## src/rtl/internal_defines.sv

```systemverilog
// Shared register addresses, timer widths and FSM encoding for the
// timer-register write port.
package internal_defines;

  localparam int TIMER_W = 14;
  localparam int DATA_W  = 15;

  typedef enum logic [4:0] {
    REG_A    = 5'o00,
    REG_L    = 5'o01,
    REG_Q    = 5'o02,
    REG_EB   = 5'o03,
    REG_FB   = 5'o04,
    REG_Z    = 5'o05,
    REG_BB   = 5'o06,
    REG_ZERO = 5'o07,
    TIME2    = 5'o24,
    TIME1    = 5'o25
  } reg_t;

  typedef enum logic [1:0] {
    IDLE   = 2'd0,
    REQ_T1 = 2'd1,
    REQ_T2 = 2'd2
  } state_t;

  // Timer registers count modulo 2^14; bit 14 of the written word is always 0.
  function automatic logic [DATA_W-1:0] timer_inc(input logic [TIMER_W-1:0] v);
    timer_inc = {1'b0, v + TIMER_W'(1)};
  endfunction

endpackage

```

## src/rtl/tick_prescaler.sv

```systemverilog
// Divides the core clock into single-cycle timer ticks; the tick is high
// on the cycle the counter has just wrapped to zero.
module tick_prescaler #(
  parameter int TICK_DIV = 100000
) (
  input  logic clock,
  input  logic rst,
  output logic tick
);

  localparam int CNT_W = (TICK_DIV > 1) ? $clog2(TICK_DIV) : 1;

  logic [CNT_W-1:0] count;

  always_ff @(posedge clock or posedge rst) begin
    if (rst) begin
      count <= '0;
      tick  <= 1'b0;
    end else if (count == CNT_W'(TICK_DIV - 1)) begin
      count <= '0;
      tick  <= 1'b1;
    end else begin
      count <= count + CNT_W'(1);
      tick  <= 1'b0;
    end
  end

endmodule

```

## src/rtl/agc_timer_writer.sv

```systemverilog
// Timer-register writer: turns prescaled ticks into TIME1/TIME2 increments on
// the register file's second write port, keeping shadows in step with the pipeline.
module agc_timer_writer
  import internal_defines::*;
#(
  parameter  int TICK_DIV = 100000,
  parameter  int MAX_PEND = 7,
  localparam int PEND_W   = $clog2(MAX_PEND + 1)
) (
  input  logic              clock,
  input  logic              rst,
  input  logic              grant,
  input  logic              snoop1_en,
  input  reg_t              snoop1_sel,
  input  logic [DATA_W-1:0] snoop1_data,
  input  logic              snoop2_en,
  input  reg_t              snoop2_sel,
  input  logic [DATA_W-1:0] snoop2_data,
  output logic              wr_req,
  output reg_t              wr_sel,
  output logic [DATA_W-1:0] wr_data,
  output logic [PEND_W-1:0] pend_cnt,
  output logic              overrun
);

  state_t             state;
  state_t             state_next;
  logic               tick;
  logic [TIMER_W-1:0] shadow_t1;
  logic [TIMER_W-1:0] shadow_t2;
  logic [PEND_W-1:0]  pend_next;
  logic               snoop_t1;
  logic               snoop_t2;
  logic [TIMER_W-1:0] snoop_t1_data;
  logic [TIMER_W-1:0] snoop_t2_data;
  logic               commit_t1;
  logic               commit_t2;
  logic               t1_overflow;
  logic               saturated;
  logic               unused_bits;

  tick_prescaler #(
    .TICK_DIV(TICK_DIV)
  ) u_prescaler (
    .clock(clock),
    .rst  (rst),
    .tick (tick)
  );

  // Only bits 13:0 of a pipeline write are architecturally meaningful.
  assign unused_bits = snoop1_data[DATA_W-1] ^ snoop2_data[DATA_W-1];

  // Port 2 is evaluated last so it wins when both ports hit the same register.
  always_comb begin
    snoop_t1      = 1'b0;
    snoop_t2      = 1'b0;
    snoop_t1_data = '0;
    snoop_t2_data = '0;
    if (snoop1_en && snoop1_sel == TIME1) begin
      snoop_t1      = 1'b1;
      snoop_t1_data = snoop1_data[TIMER_W-1:0];
    end
    if (snoop1_en && snoop1_sel == TIME2) begin
      snoop_t2      = 1'b1;
      snoop_t2_data = snoop1_data[TIMER_W-1:0];
    end
    if (snoop2_en && snoop2_sel == TIME1) begin
      snoop_t1      = 1'b1;
      snoop_t1_data = snoop2_data[TIMER_W-1:0];
    end
    if (snoop2_en && snoop2_sel == TIME2) begin
      snoop_t2      = 1'b1;
      snoop_t2_data = snoop2_data[TIMER_W-1:0];
    end
  end

  // A grant that coincides with a pipeline write to the same register is void.
  assign commit_t1   = (state == REQ_T1) && grant && !snoop_t1;
  assign commit_t2   = (state == REQ_T2) && grant && !snoop_t2;
  assign t1_overflow = &shadow_t1;
  assign saturated   = (pend_cnt == PEND_W'(MAX_PEND));

  always_comb begin
    pend_next = pend_cnt;
    if (tick && !commit_t1) begin
      if (!saturated) pend_next = pend_cnt + PEND_W'(1);
    end else if (commit_t1 && !tick) begin
      pend_next = pend_cnt - PEND_W'(1);
    end
  end

  always_ff @(posedge clock or posedge rst) begin
    if (rst) begin
      pend_cnt  <= '0;
      overrun   <= 1'b0;
      shadow_t1 <= '0;
      shadow_t2 <= '0;
    end else begin
      pend_cnt <= pend_next;
      if (tick && !commit_t1 && saturated) overrun <= 1'b1;
      if (snoop_t1)       shadow_t1 <= snoop_t1_data;
      else if (commit_t1) shadow_t1 <= wr_data[TIMER_W-1:0];
      if (snoop_t2)       shadow_t2 <= snoop_t2_data;
      else if (commit_t2) shadow_t2 <= wr_data[TIMER_W-1:0];
    end
  end

  always_ff @(posedge clock or posedge rst) begin
    if (rst) state <= IDLE;
    else     state <= state_next;
  end

  always_comb begin
    state_next = state;
    unique case (state)
      IDLE: begin
        if (pend_cnt != '0) state_next = REQ_T1;
      end
      REQ_T1: begin
        if (commit_t1) begin
          if (t1_overflow)                 state_next = REQ_T2;
          else if (pend_cnt > PEND_W'(1))  state_next = REQ_T1;
          else                             state_next = IDLE;
        end
      end
      REQ_T2: begin
        if (commit_t2) state_next = (pend_cnt != '0) ? REQ_T1 : IDLE;
      end
      default: state_next = IDLE;
    endcase
  end

  // Outputs depend only on registered state and shadows.
  always_comb begin
    wr_req  = 1'b0;
    wr_sel  = TIME1;
    wr_data = '0;
    unique case (state)
      REQ_T1: begin
        wr_req  = 1'b1;
        wr_sel  = TIME1;
        wr_data = timer_inc(shadow_t1);
      end
      REQ_T2: begin
        wr_req  = 1'b1;
        wr_sel  = TIME2;
        wr_data = timer_inc(shadow_t2);
      end
      default: begin
        wr_req  = 1'b0;
        wr_sel  = TIME1;
        wr_data = '0;
      end
    endcase
  end

endmodule
```

## config.mk

```make
export PLATFORM = sky130hd
export DESIGN_NAME = agc_timer_writer
export DESIGN_NICKNAME = d
export VERILOG_FILES = /design/src/rtl/internal_defines.sv /design/src/rtl/tick_prescaler.sv /design/src/rtl/agc_timer_writer.sv
export SDC_FILE = /design/constraint.sdc
export NUM_CORES = 1
export LEC_CHECK = 0
export ABC_AREA = 1
export CAP_MARGIN = 20
export CELL_PAD_IN_SITES_DETAIL_PLACEMENT = 2
export CELL_PAD_IN_SITES_GLOBAL_PLACEMENT = 2
export CORE_ASPECT_RATIO = 2
export CORE_MARGIN = 5
export CORE_UTILIZATION = 29
export DETAILED_ROUTE_END_ITERATION = 6
export PLACE_DENSITY = 0.77
export SYNTH_ARGS = -nofsm -noshare
export SYNTH_HDL_FRONTEND = slang
export SYNTH_HIERARCHICAL = 1
export SYNTH_SLANG_ARGS = --single-unit
```

## constraint.sdc

```tcl
create_clock -name clock -period 3.7 [get_ports clock]
set_clock_uncertainty 0.15 [all_clocks]
set_input_delay 1.11 -clock clock [delete_from_list [all_inputs] [get_ports clock]]
set_output_delay 1.11 -clock clock [all_outputs]
set_load 0.02 [all_outputs]
```

# Yosys cells after proc, flatten, opt, wreduce, memory -nomap -nowiden
# Index checks and enable logic that the tools add are counted.
# W data, S select, Z words.
dict set report totals {
  inputBits 45
  wordCells 76
  reg_bits 52
}
dict set report classes {
  n_mux 27
  add_sub_neg 5
  n_reduce_logical 24
  n_eq_ne 12
  magnitude_cmp 1
}
# op count
set op_table {}
lappend op_table {{$mux W14} 8}
lappend op_table {{$add A14 B1 Y14 const B} 2}
lappend op_table {{$pmux W14 S2} 1}
lappend op_table {{$eq A5 B5 Y1 const B} 4}
lappend op_table {{$add A17 B1 Y17 const B} 1}
lappend op_table {{$eq A17 B17 Y1 const B} 1}
lappend op_table {{$mux W17} 1}
lappend op_table {{$reduce_and A14 Y1} 1}
lappend op_table {{$logic_and A1 B1 Y1} 11}
lappend op_table {{$mux W1} 9}
lappend op_table {{$mux W3} 3}
lappend op_table {{$mux W2} 4}
lappend op_table {{$ne A2 B2 Y1 const B} 4}
lappend op_table {{$pmux W2 S3} 1}
lappend op_table {{$reduce_bool A2 Y1} 3}
lappend op_table {{$logic_not A1 Y1} 4}
lappend op_table {{$add A3 B1 Y3 const B} 1}
lappend op_table {{$eq A3 B3 Y1 const B} 1}
lappend op_table {{$gt A3 B1 Y1 const B} 1}
lappend op_table {{$reduce_and A3 Y1} 1}
lappend op_table {{$reduce_bool A3 Y1} 1}
lappend op_table {{$sub A3 B1 Y3 const B} 1}
lappend op_table {{$eq A2 B1 Y1 const B} 1}
lappend op_table {{$eq A2 B2 Y1 const B} 1}
lappend op_table {{3 further kinds} 3}

# Depth between registers and ports, before layout
# Gate-level depths: netlist of the first run.
dict set report logic_depth {
  ltp_word 10
  mapped_depth 14
  depth_no_buf 13
}

# By module
# Netlist of the first run, hierarchy kept.
# mod cells_per_inst area_each_um2 n_inst seq_area_each_um2
set by_module_without_submodules {}
lappend by_module_without_submodules {agc_timer_writer 451 2990.4 1 850.8}
lappend by_module_without_submodules {tick_prescaler 145 1002.2 1 450.4}

# Least setup slack after synthesis of the first run
# No wires, ideal clock.
dict set report synth_timing {
  kind {reg2out}
  startpoint {register state[0]}
  endpoint {output wr_data[12]}
  arrival_ns 1.941
  t_required_ns 2.440
  slack_ns 0.499
  n_path_buf 1
  stages_incl_launch_ff 13
  cell_sequence {dfrtp_1 -> inv_1 -> ha_1 -> inv_2 -> buf_6 -> nand2_1 -> nand2_2 -> ha_1 -> nand2_4 -> nor2_8 -> nand2_2 -> o21ai_2 -> and3_1}
}
dict set report synth_between {
  elab_chain_cells 2
  word_cells_on_any_way 3
}
# item line
set synth_rtl {}
lappend synth_rtl {{start, declared} agc_timer_writer.sv:26} ;# state_t state;
lappend synth_rtl {{start signal, assigned} agc_timer_writer.sv:110} ;# else state <= state_next;
lappend synth_rtl {{$eq A2 B2 Y1 or $eq A2 B1 Y1 (tied branches)} agc_timer_writer.sv:138} ;# unique case (state)
lappend synth_rtl {{$pmux W14 S2 (*)} agc_timer_writer.sv:138}
lappend synth_rtl {{end, declared} agc_timer_writer.sv:21} ;# output logic [DATA_W-1:0] wr_data,
# Mark *: on every way between the ends. The rest lies on a longest branch, timed or not.

# Worst setup path after layout of the first run
dict set report layout_timing {
  startpoint {register state[1]}
  endpoint {output wr_data[6]}
}
# The elaborated chain is that of the path after synthesis.

==> parameters.txt, run 1 <==
Parameter                              Value

Cells and area
  Diode count    0
  Filler-free cell count of the finished design    843
  Total non-filler cell area in the finished layout    5140 sq um
  Area overhead of the layout relative to synthesis    28.7%
  Layout fillers    1,645
  Fraction of final layout cells with drive strength greater than 1    16.6%
  Nets    742
  Final Core Density    38.0%

Place
  Placed Area    4990 sq um
  Post-Place Worst Slack    -0.105 ns
  Total placed cells including tap cells    833
  PortBufs    62
  Gp weighted congestion    0.814
  HPWL after detailed placement    12,700 um

Global routing
  Congestion Overflow GR    0
  Total routing usage reported by global routing    19.3%
  Global-route wire length before repair    24,800 um
  Vias in the first global route    4,963
  Largest net degree at the start of global routing    35
  Initial antenna violation count    0

Floorplan
  I/O pin total    70
  Placeable Area    13,500 sq um
  Standard-cell row count    60
  Die area    16,400 sq um
  Starting utilization of the core area    29.5%
  Die X    93.0 um
  Die H    176 um

CTS
  Cell chosen for the clock root    clkbuf_16
  Depth of the CTS H-tree    2
  Clk sinks    52
  CTS Buf Count    5
  Hold-fix buffers at CTS    0
  Deepest clock path buffer count    2
  TritonCTS clock tree    built
  Clk slew on worst S/H paths    0.07 ns
  Worst skew pair latency    0.30 ns

Yosys
  FFs w/ async S/R, synth    100%
  Synth Instances    596
  Count of cell types in the netlist    36
  Area contributors post-synth    dfrtp_1, nand2_1, nand3_1, inv_1, nor2_1
  Most instantiated flip-flop cell in the synthesis netlist    dfrtp_1
  Library cell occupying the most area in the post-synthesis netlist    dfrtp_1
  Leading cell type by number of instances after synthesis    nand2_1
  Post-synth EDFFs    0
  Sequential cell area fraction in the yosys report    32.6%
  Portion of synthesized cell area occupied by the leading cell type    32.6%
  Flip-flop and latch count after synthesis    52
  Top cells by instance count after synthesis    nand2_1, inv_1, nand3_1
  Cell area after synthesis    3990 sq um
  Mean post-synth cell area    6.70 sq um
  Yosys synthesis warning count    6

Timing
  Accumulated negative setup slack    0 ns
  Unrepaired setup endpoints after global routing    true
  Final worst path period share    97.3%
  Final min period    3.60 ns
  Max Slew Vio Count    0
  Worst hold slack    0.347 ns
  Hold violation total from the final report    0
  Slew Limit Headroom    47.4%
  Maximum operating frequency    0.278 GHz
  Setup slack after layout    0.101 ns
  Transition time at the pin with the least slew margin    0.788 ns
  Final setup fails    0

Min path
  Min-delay worst type    flop to flop
  Cell depth of the worst min-delay path    1

Drt
  Detail-routed via count per cell    5.05
  Total vias in the final route    4,256
  Number of remaining DRC errors    0
  1st-iter DRT viols    97
  Wire length reported by the detailed router    15,200 um
  Number of detailed-routing iterations run before antenna repair    4
  Average wire length per cell after detail routing    18.1 um
  Remaining antenna violation count after routing    0

Worst setup path
  Data required time at the worst endpoint    2.44 ns
  Depth of the worst register-to-register path    10
  Endpoint class of the critical path    output pin
  Maximum fanout along the worst path    5
  Arr. time, crit path    2.34 ns
  Crit path kind    flop to output pin
  Worst setup SP type    flop

Pwr
  PwrDens    484 nW/um^2
  Peak supply drop    0.000169 V
  Leakage power    2.69 nW
  Total power    2.49 mW

Status
  Outcome    finished, final reports clean

Run
  Maximum capacitance violations    0
## power by group
part / switching (mW) / internal, mW / leakage, nW
Clock: 0.220 / 0.271 / 0.0712
Combinational: 0.727 / 0.471 / 1.94
Sequential: 0.106 / 0.694 / 0.677
## layer usage
metal	vias up	share of wire [%]	wire length [um]	track usage, %
li1	2066	-	-	-
met1	2119	35	5280	17.9
met2	57	62	9420	41.9
met3	14	1.6	240	1.49
met4	0	1.9	293	5.81
met5	-	0	0	0
## sequential cells by signal, summed over array words and instances, names as in the netlist
register	flops
state	2
shadow_t2	14
pend_cnt	3
shadow_t1	14
u_prescaler/count	17
overrun	1
u_prescaler/tick	1
## layout by cell type, fill, tap and decap left out, drive strengths merged, types with 5 or more instances in the layout
cell and count:
a21oi 26, buf 36, clkbuf 12, clkdlybuf4s50 50, conb 5, dfrtp 52, dlygate4sd2 6, ha 10
inv 85, nand2 195, nand3 69, nand4 19, nor2 60, o21ai 40, xor2 5
## cells by family (layout without fill, tap and decap cells)
logic type	count (synthesis)	in the layout	synth area share, %
other cells	2	5	0.188
flops	52	52	32.6
buf+inv	103	192	10.8
fa+ha+maj	10	10	3.13
xor+xnor	5	5	1.10
simple gates	355	355	42.6
compound gates	69	69	9.59
## repair_timing
action / in CTS / in global routing
setup buffers: 2 / 0
cloned: 0 / 0
gates resized for setup: 18 / 13
endpoints found under the setup margin: 14 / 9
endpoints found under the hold margin: 0 / 0
## final cells by class
cell class	count	area (sq um)	share of cell area [%]
multi-input cells	444	2290	44.6
flip-flops and latches	52	1300	25.3
repair buffers	97	878	17.1
inverters	87	327	6.35
well taps	155	194	3.77
clock buffers	8	146	2.85
## critical path, cell delays in order (launching register included)
cell and delay [ns]:
dfrtp_1 0.42, ha_4 0.21, inv_2 0.09, nand2_1 0.08, nand2_2 0.07, ha_1 0.22, nand2_4 0.10, nor2_8 0.13
buf_4 0.13, nand3_1 0.06, nand2_1 0.09, and2_1 0.12, dlygate4sd2_1 0.32
## worst paths after layout
check,startpoint,to,slack [ns]
worst min-delay path,u_prescaler/count[0]$_DFF_PP0_,u_prescaler/count[0]$_DFF_PP0_,0.35
worst max-delay path,state[1]$_DFFE_PP0P_,wr_data[6],0.10
worst max register to register,state[1]$_DFFE_PP0P_,pend_cnt[1]$_DFFE_PP0P_,1.43
max in group asynchronous,rst,u_prescaler/count[3]$_DFF_PP0_,1.77
min in group asynchronous,rst,overrun$_DFFE_PP0P_,1.12
worst min register to register,u_prescaler/count[0]$_DFF_PP0_,u_prescaler/count[0]$_DFF_PP0_,0.35
(Power assumes the default switching activity.)
==> run 2: changes to the inputs <==
--- a/config.mk
+++ b/config.mk
@@ -12,6 +12,7 @@
 export CORE_ASPECT_RATIO = 2
 export CORE_MARGIN = 5
 export CORE_UTILIZATION = 29
+export CTS_CLUSTER_DIAMETER = 120
 export DETAILED_ROUTE_END_ITERATION = 6
 export PLACE_DENSITY = 0.77
 export SYNTH_ARGS = -nofsm -noshare
==> results of run 2 <==
The final DEF is identical to that of run 1; final timing and power are the same.
==> variant 1 (settings of run 1) <==
`TICK_DIV` is set to 100000 in 2 places; all go to 50000.
--- a/src/rtl/tick_prescaler.sv
+++ b/src/rtl/tick_prescaler.sv
@@ -1,7 +1,7 @@
 // Divides the core clock into single-cycle timer ticks; the tick is high
 // on the cycle the counter has just wrapped to zero.
 module tick_prescaler #(
-  parameter int TICK_DIV = 100000
+  parameter int TICK_DIV = 50000
 ) (
   input  logic clock,
   input  logic rst,
--- a/src/rtl/agc_timer_writer.sv
+++ b/src/rtl/agc_timer_writer.sv
@@ -3,7 +3,7 @@
 module agc_timer_writer
   import internal_defines::*;
 #(
-  parameter  int TICK_DIV = 100000,
+  parameter  int TICK_DIV = 50000,
   parameter  int MAX_PEND = 7,
   localparam int PEND_W   = $clog2(MAX_PEND + 1)
 ) (
Function: no difference found for any inputs over 10 cycles, from zero or initial values and one cycle with rst high; that may be too few to reach the edited logic, so the function may still have changed.
==> variant 1 against run 1 <==
Power grew 1.7%. Routed wire length decreased by 1.2%. Cell area down 2.2%. Count of clock-buffer cells in the layout fell by 2. Critical endpoint is now wr_data[0]. Sequential cell count down 1. Via count is 2.8% lower. Area after synthesis decreased by 2.4%. Worst setup slack better by 0.056 ns. Final cell count fell by 3.2%.
==> variant 1: results (changes against run 1) <==
Outcome = complete, no violations (unchanged)
FF-to-FF path depth = 11 (was 10)
DP Cell Count = 806 (was 833)
Initial antenna violation count = 0 (unchanged)
Leading registers by flop count = u_prescaler/count (16), shadow_t1 (14), shadow_t2 (14) (was u_prescaler/count (17), shadow_t1 (14), shadow_t2 (14))
Postcts setup bufs = 0 (was 2)
Post-detailed-routing wire length = 15100 µm (was 15200 µm)
Adder-Cell Fraction of Synth Area = 0.0321 (was 0.0313)
Worst EP arrival = 2.28 ns (was 2.34 ns)
Vias per inst = 5.07 (was 5.05)
First-pass GRT wire length = 24500 µm (was 24800 µm)
Layout cells sized above 1 = 0.166 (about the same)
DP HPWL = 12600 µm (was 12700 µm)
Placer Congestion = 0.877 (was 0.814)
Slowest CP cell = clkdlybuf4s50_1 (was dfrtp_1)
Hold Startpoint = overrun (was u_prescaler/count[0])
Top Family by Delay on Critical Path = buffers and inverters (was simple AND/OR/NAND/NOR gates)
Placed cell area = 0.00485 mm² (was 0.00499 mm²)
Cells after Synth = 574 (was 596)
XOR/XNOR share of the synthesized area = 0.0135 (was 0.0110)
Fill count = 1614 (was 1645)
Antenna fix cells = 0 (unchanged)
Final #Nets = 715 (was 742)
Critical Path Sink = wr_data[0] (was wr_data[6])
Pleak = 2.63 nW (was 2.69 nW)
Avg WL per Cell = 18.4 µm (was 18.1 µm)
Post-cts resize count = 21 (was 18)
Compound-Gate Fraction of Synth Area = 0.0947 (was 0.0959)
Register area share after synthesis = 0.328 (was 0.326)
Critical Path Max Stage Delay = 0.67 ns (was 0.42 ns)
Place WS = -0.130 ns (was -0.105 ns)
DR iter-0 viols = 70 (was 97)
Netlist cell types = 38 (was 36)
Worst hold endpoint = overrun (was u_prescaler/count[0])
All-Layer GR Usage = 0.193 (about the same)
Max IR drop VDD = 179 µV (was 169 µV)
Setup crit start = state[0] (was state[1])
Slew HR = 0.473 (was 0.474)
Post-route cell area = 0.00503 mm² (was 0.00514 mm²)
Vias in the first global route = 4894 (was 4963)
Synth cell count leaders = 167 x nand2_1, 71 x inv_1, 57 x nand3_1, 51 x dfrtp_1, 45 x nor2_1 (was 169 x nand2_1, 75 x inv_1, 64 x nand3_1, 52 x dfrtp_1, 48 x nor2_1)
R2r setup slk = 1.51 ns (was 1.43 ns)
Hold Slack = 0.333 ns (was 0.347 ns)
Fin crit share = 0.958 (was 0.973)
Dominant cells by area after synthesis = dfrtp_1 33%, nand2_1 16%, nand3_1 7.3% (was dfrtp_1 33%, nand2_1 16%, nand3_1 8.0%)
H-tree levels = 2 (unchanged)
FF-to-FF End = pend_cnt[2] (was pend_cnt[1])
[variant 1: changes by cell type after synthesis, moves of 2 or more]
cell,before,now
inv_2,10,7
o21ai_1,14,12
nand3_1,64,57
nor2_1,48,45
nor2_2,7,3
nand2_1,169,167
inv_1,75,71
a21oi_1,26,23
[variant 1: report_power, final]
group | internal [W] | leakage (nW) | switching [W]
clock | 0.000337 | 0.0868 | 0.000217
combinational | 0.000461 | 1.88 | 0.000723
sequential | 0.000683 | 0.663 | 0.000110
[variant 1: area by class of cell]
class | instances | area share
timing repair buffer | 92 | 0.163
clock inverter | 2 | 0.00697
multi-input combinational | 430 | 0.449
sequential | 51 | 0.254
clock buffer | 6 | 0.0276
inverter | 80 | 0.0602
tap | 155 | 0.0386
[variant 1: metal layers]
layer	up-vias	track usage	routed length [µm]
met1	2051	0.172	4950
met3	29	0.0256	443
met4	0	0.0763	429
met5	-	0	0
li1	1990	-	-
met2	67	0.411	9230
==> variant 2 (settings of run 1) <==
Without the edit above. Register the output `pend_cnt` once more; this adds one clock of latency there. The other outputs are not delayed to match.
--- a/src/rtl/agc_timer_writer.sv
+++ b/src/rtl/agc_timer_writer.sv
@@ -22,6 +22,8 @@
   output logic [PEND_W-1:0] pend_cnt,
   output logic              overrun
 );
+
+  logic [PEND_W-1:0] pend_cnt_s0;
 
   state_t             state;
   state_t             state_next;
@@ -78,25 +80,25 @@
   assign commit_t1   = (state == REQ_T1) && grant && !snoop_t1;
   assign commit_t2   = (state == REQ_T2) && grant && !snoop_t2;
   assign t1_overflow = &shadow_t1;
-  assign saturated   = (pend_cnt == PEND_W'(MAX_PEND));
+  assign saturated   = (pend_cnt_s0 == PEND_W'(MAX_PEND));
 
   always_comb begin
-    pend_next = pend_cnt;
+    pend_next = pend_cnt_s0;
     if (tick && !commit_t1) begin
-      if (!saturated) pend_next = pend_cnt + PEND_W'(1);
+      if (!saturated) pend_next = pend_cnt_s0 + PEND_W'(1);
     end else if (commit_t1 && !tick) begin
-      pend_next = pend_cnt - PEND_W'(1);
+      pend_next = pend_cnt_s0 - PEND_W'(1);
     end
   end
 
   always_ff @(posedge clock or posedge rst) begin
     if (rst) begin
-      pend_cnt  <= '0;
+      pend_cnt_s0 <= '0;
       overrun   <= 1'b0;
       shadow_t1 <= '0;
       shadow_t2 <= '0;
     end else begin
-      pend_cnt <= pend_next;
+      pend_cnt_s0 <= pend_next;
       if (tick && !commit_t1 && saturated) overrun <= 1'b1;
       if (snoop_t1)       shadow_t1 <= snoop_t1_data;
       else if (commit_t1) shadow_t1 <= wr_data[TIMER_W-1:0];
@@ -114,17 +116,17 @@
     state_next = state;
     unique case (state)
       IDLE: begin
-        if (pend_cnt != '0) state_next = REQ_T1;
+        if (pend_cnt_s0 != '0) state_next = REQ_T1;
       end
       REQ_T1: begin
         if (commit_t1) begin
           if (t1_overflow)                 state_next = REQ_T2;
-          else if (pend_cnt > PEND_W'(1))  state_next = REQ_T1;
+          else if (pend_cnt_s0 > PEND_W'(1))  state_next = REQ_T1;
           else                             state_next = IDLE;
         end
       end
       REQ_T2: begin
-        if (commit_t2) state_next = (pend_cnt != '0) ? REQ_T1 : IDLE;
+        if (commit_t2) state_next = (pend_cnt_s0 != '0) ? REQ_T1 : IDLE;
       end
       default: state_next = IDLE;
     endcase
@@ -154,4 +156,8 @@
     endcase
   end
 
+  always_ff @(posedge clock) begin
+    pend_cnt <= pend_cnt_s0;
+  end
+
 endmodule
Behaviour: same outputs for any inputs over 10 cycles, from zero or initial values and one cycle with rst high; that may be too few to reach the edited logic, so the function may still have changed.
==> variant 2 against run 1 <==
Worst setup slack got worse by 0.093 ns. Routed wire length rose by 9.7%. Utilization rose by 0.66 points. Sequential cell count rose by 3. Sequential share of layout area rose by 0.15 points. Area after synthesis rose by 1.4%. Via count rose by 2.0%. Count of clock-buffer cells in the layout fell by 1. First-iteration DRC count rose by 24%. Synthesized cell count fell by 0.84%. Final cell count rose by 5.0%. Cell area rose by 4.0%.
Power is not compared: it rests on default switching activity, and its combinational part moved more than twofold at a synthesized area within 25%.
==> variant 2: results (changes against run 1) <==
Outcome = complete, no violations (unchanged)
Worst EP arrival = 2.43 ns (was 2.34 ns)
CTS clk-pin slew, worst paths = 0.07 ns (about the same)
Slew @ Worst Pin = 0.974 ns (was 0.788 ns)
DP Cell Count = 873 (was 833)
Dominant cells by area after synthesis = dfrtp_1 32%, nand2_1 15%, inv_1 7.6% (was dfrtp_1 33%, nand2_1 16%, nand3_1 8.0%)
H-tree levels = 2 (unchanged)
Cells after Synth = 591 (was 596)
Place WS = -0.108 ns (was -0.105 ns)
First-pass GRT wire length = 25600 µm (was 24800 µm)
Placer Congestion = 0.835 (was 0.814)
Worst skew pair latency = 0.30 ns (about the same)
Vias in the first global route = 4992 (was 4963)
Worst hold path type = reg -> reg (unchanged)
TritonCTS Buffers = 5 (unchanged)
Post-detailed-routing wire length = 16700 µm (was 15200 µm)
Clock root buffer = clkbuf_16 (unchanged)
Final #Nets = 750 (was 742)
DRT Pass-1 Iters = 4 (unchanged)
Register area share after synthesis = 0.336 (was 0.326)
Vias per inst = 4.91 (was 5.05)
DP HPWL = 13600 µm (was 12700 µm)
All-Layer GR Usage = 0.200 (was 0.193)
Clock buffer depth = 2 (unchanged)
Async SR Flop Fraction = 0.945 (was 1.00)
Leading registers by flop count = u_prescaler/count (17), shadow_t1 (14), shadow_t2 (14) (unchanged)
Netlist cell types = 41 (was 36)
DR iter-0 viols = 120 (was 97)
Largest net degree at the start of global routing = 35 (unchanged)
Biggest register = u_prescaler/count (unchanged)
PortBufs = 62 (unchanged)
Antenna fix cells = 0 (unchanged)
Initial antenna violation count = 0 (unchanged)
Synth cell count leaders = 159 x nand2_1, 82 x inv_1, 55 x nor2_1, 53 x nand3_1, 52 x dfrtp_1 (was 169 x nand2_1, 75 x inv_1, 64 x nand3_1, 52 x dfrtp_1, 48 x nor2_1)
Crit Path Max Fanout = 10 (was 5)
YS warnings = 6 (unchanged)
Max IR drop VDD = 166 µV
Pleak = 2.74 nW
Layout cells sized above 1 = 0.197 (was 0.166)
Via Count = 4343 (was 4256)
variant 2: changes by cell type after synthesis, sizes merged, moves of 5 or more:
cell,delta
a21oi,-6
inv,+11
nand2,-16
nand3,-8
nand4,-10
nor2,+5
o21ai,+14
variant 2: logic make-up after synthesis:
family	share of synthesized area
xor+xnor	0.0108
flops	0.336
buf+inv	0.121
other cells	0.00185
fa+ha+maj	0.0309
compound gates	0.129
simple gates	0.370
variant 2: repair_timing:
action	4_1_cts	5_1_grt
gates resized for setup	34	16
gates cloned	0	1
pin swaps	1	1
buffers inserted	2	1
setup endpoints to repair	14	12
variant 2: final timing paths:
check | startpoint | end | slack [ns] | depth (start not counted)
hold / removal | pend_cnt_s0[0] | pend_cnt[0] | 0.29 | 0
min in group asynchronous | rst | pend_cnt_s0[2] | 1.12 | 3
max in group asynchronous | rst | u_prescaler/count[16] | 1.77 | 2
setup / recovery | state[1] | wr_data[1] | 0.007 | 7
setup reg to reg | state[0] | shadow_t1[13] | 0.85 | 9
hold reg to reg | pend_cnt_s0[0] | pend_cnt[0] | 0.29 | 0
variant 2: layer usage:
metal	up-vias	global-route usage	share of wire	routed length (µm)
met5	-	0	0	0
met4	0	0.0681	0.036	598
met3	30	0.0140	0.020	330
met2	79	0.436	0.61	10200
met1	2173	0.182	0.33	5560
li1	2061	-	-	-
variant 2: cell type report:
type                            instances  area, µm²
Clock buffer                            7        143
Clock inverter                          1       8.76
Fill cell                            1666       8470
Inverter                               96        363
Multi-Input combinational cell        426       2250
Sequential cell                        55       1360
Tap cell                              189        236
Timing Repair Buffer                  111        982
variant 2: per-stage QoR:
step	power [W]	cell area, µm²	utilization
6_report	0.00160	5350	0.387
5_1_grt	0.00168	5350	0.387
4_1_cts	0.00161	5320	0.385
3_5_place_dp	0.00110	5140	0.372
3_3_place_gp	0.00107	5140	0.372
2_1_floorplan	0.000936	4060	-
variant 2: worst max-delay path: stages (launching register included):
cell,delay [ns]
dfrtp_1,0.43
buf_4,0.15
inv_1,0.05
ha_1,0.39
buf_4,0.25
nand2_1,0.11
inv_1,0.13
clkdlybuf4s50_1,0.62
variant 2: report_power, final:
group	switching [W]	internal, W
clock network	0.000233	0.000272
logic	0.000212	0.000165
registers	0.0000490	0.000665
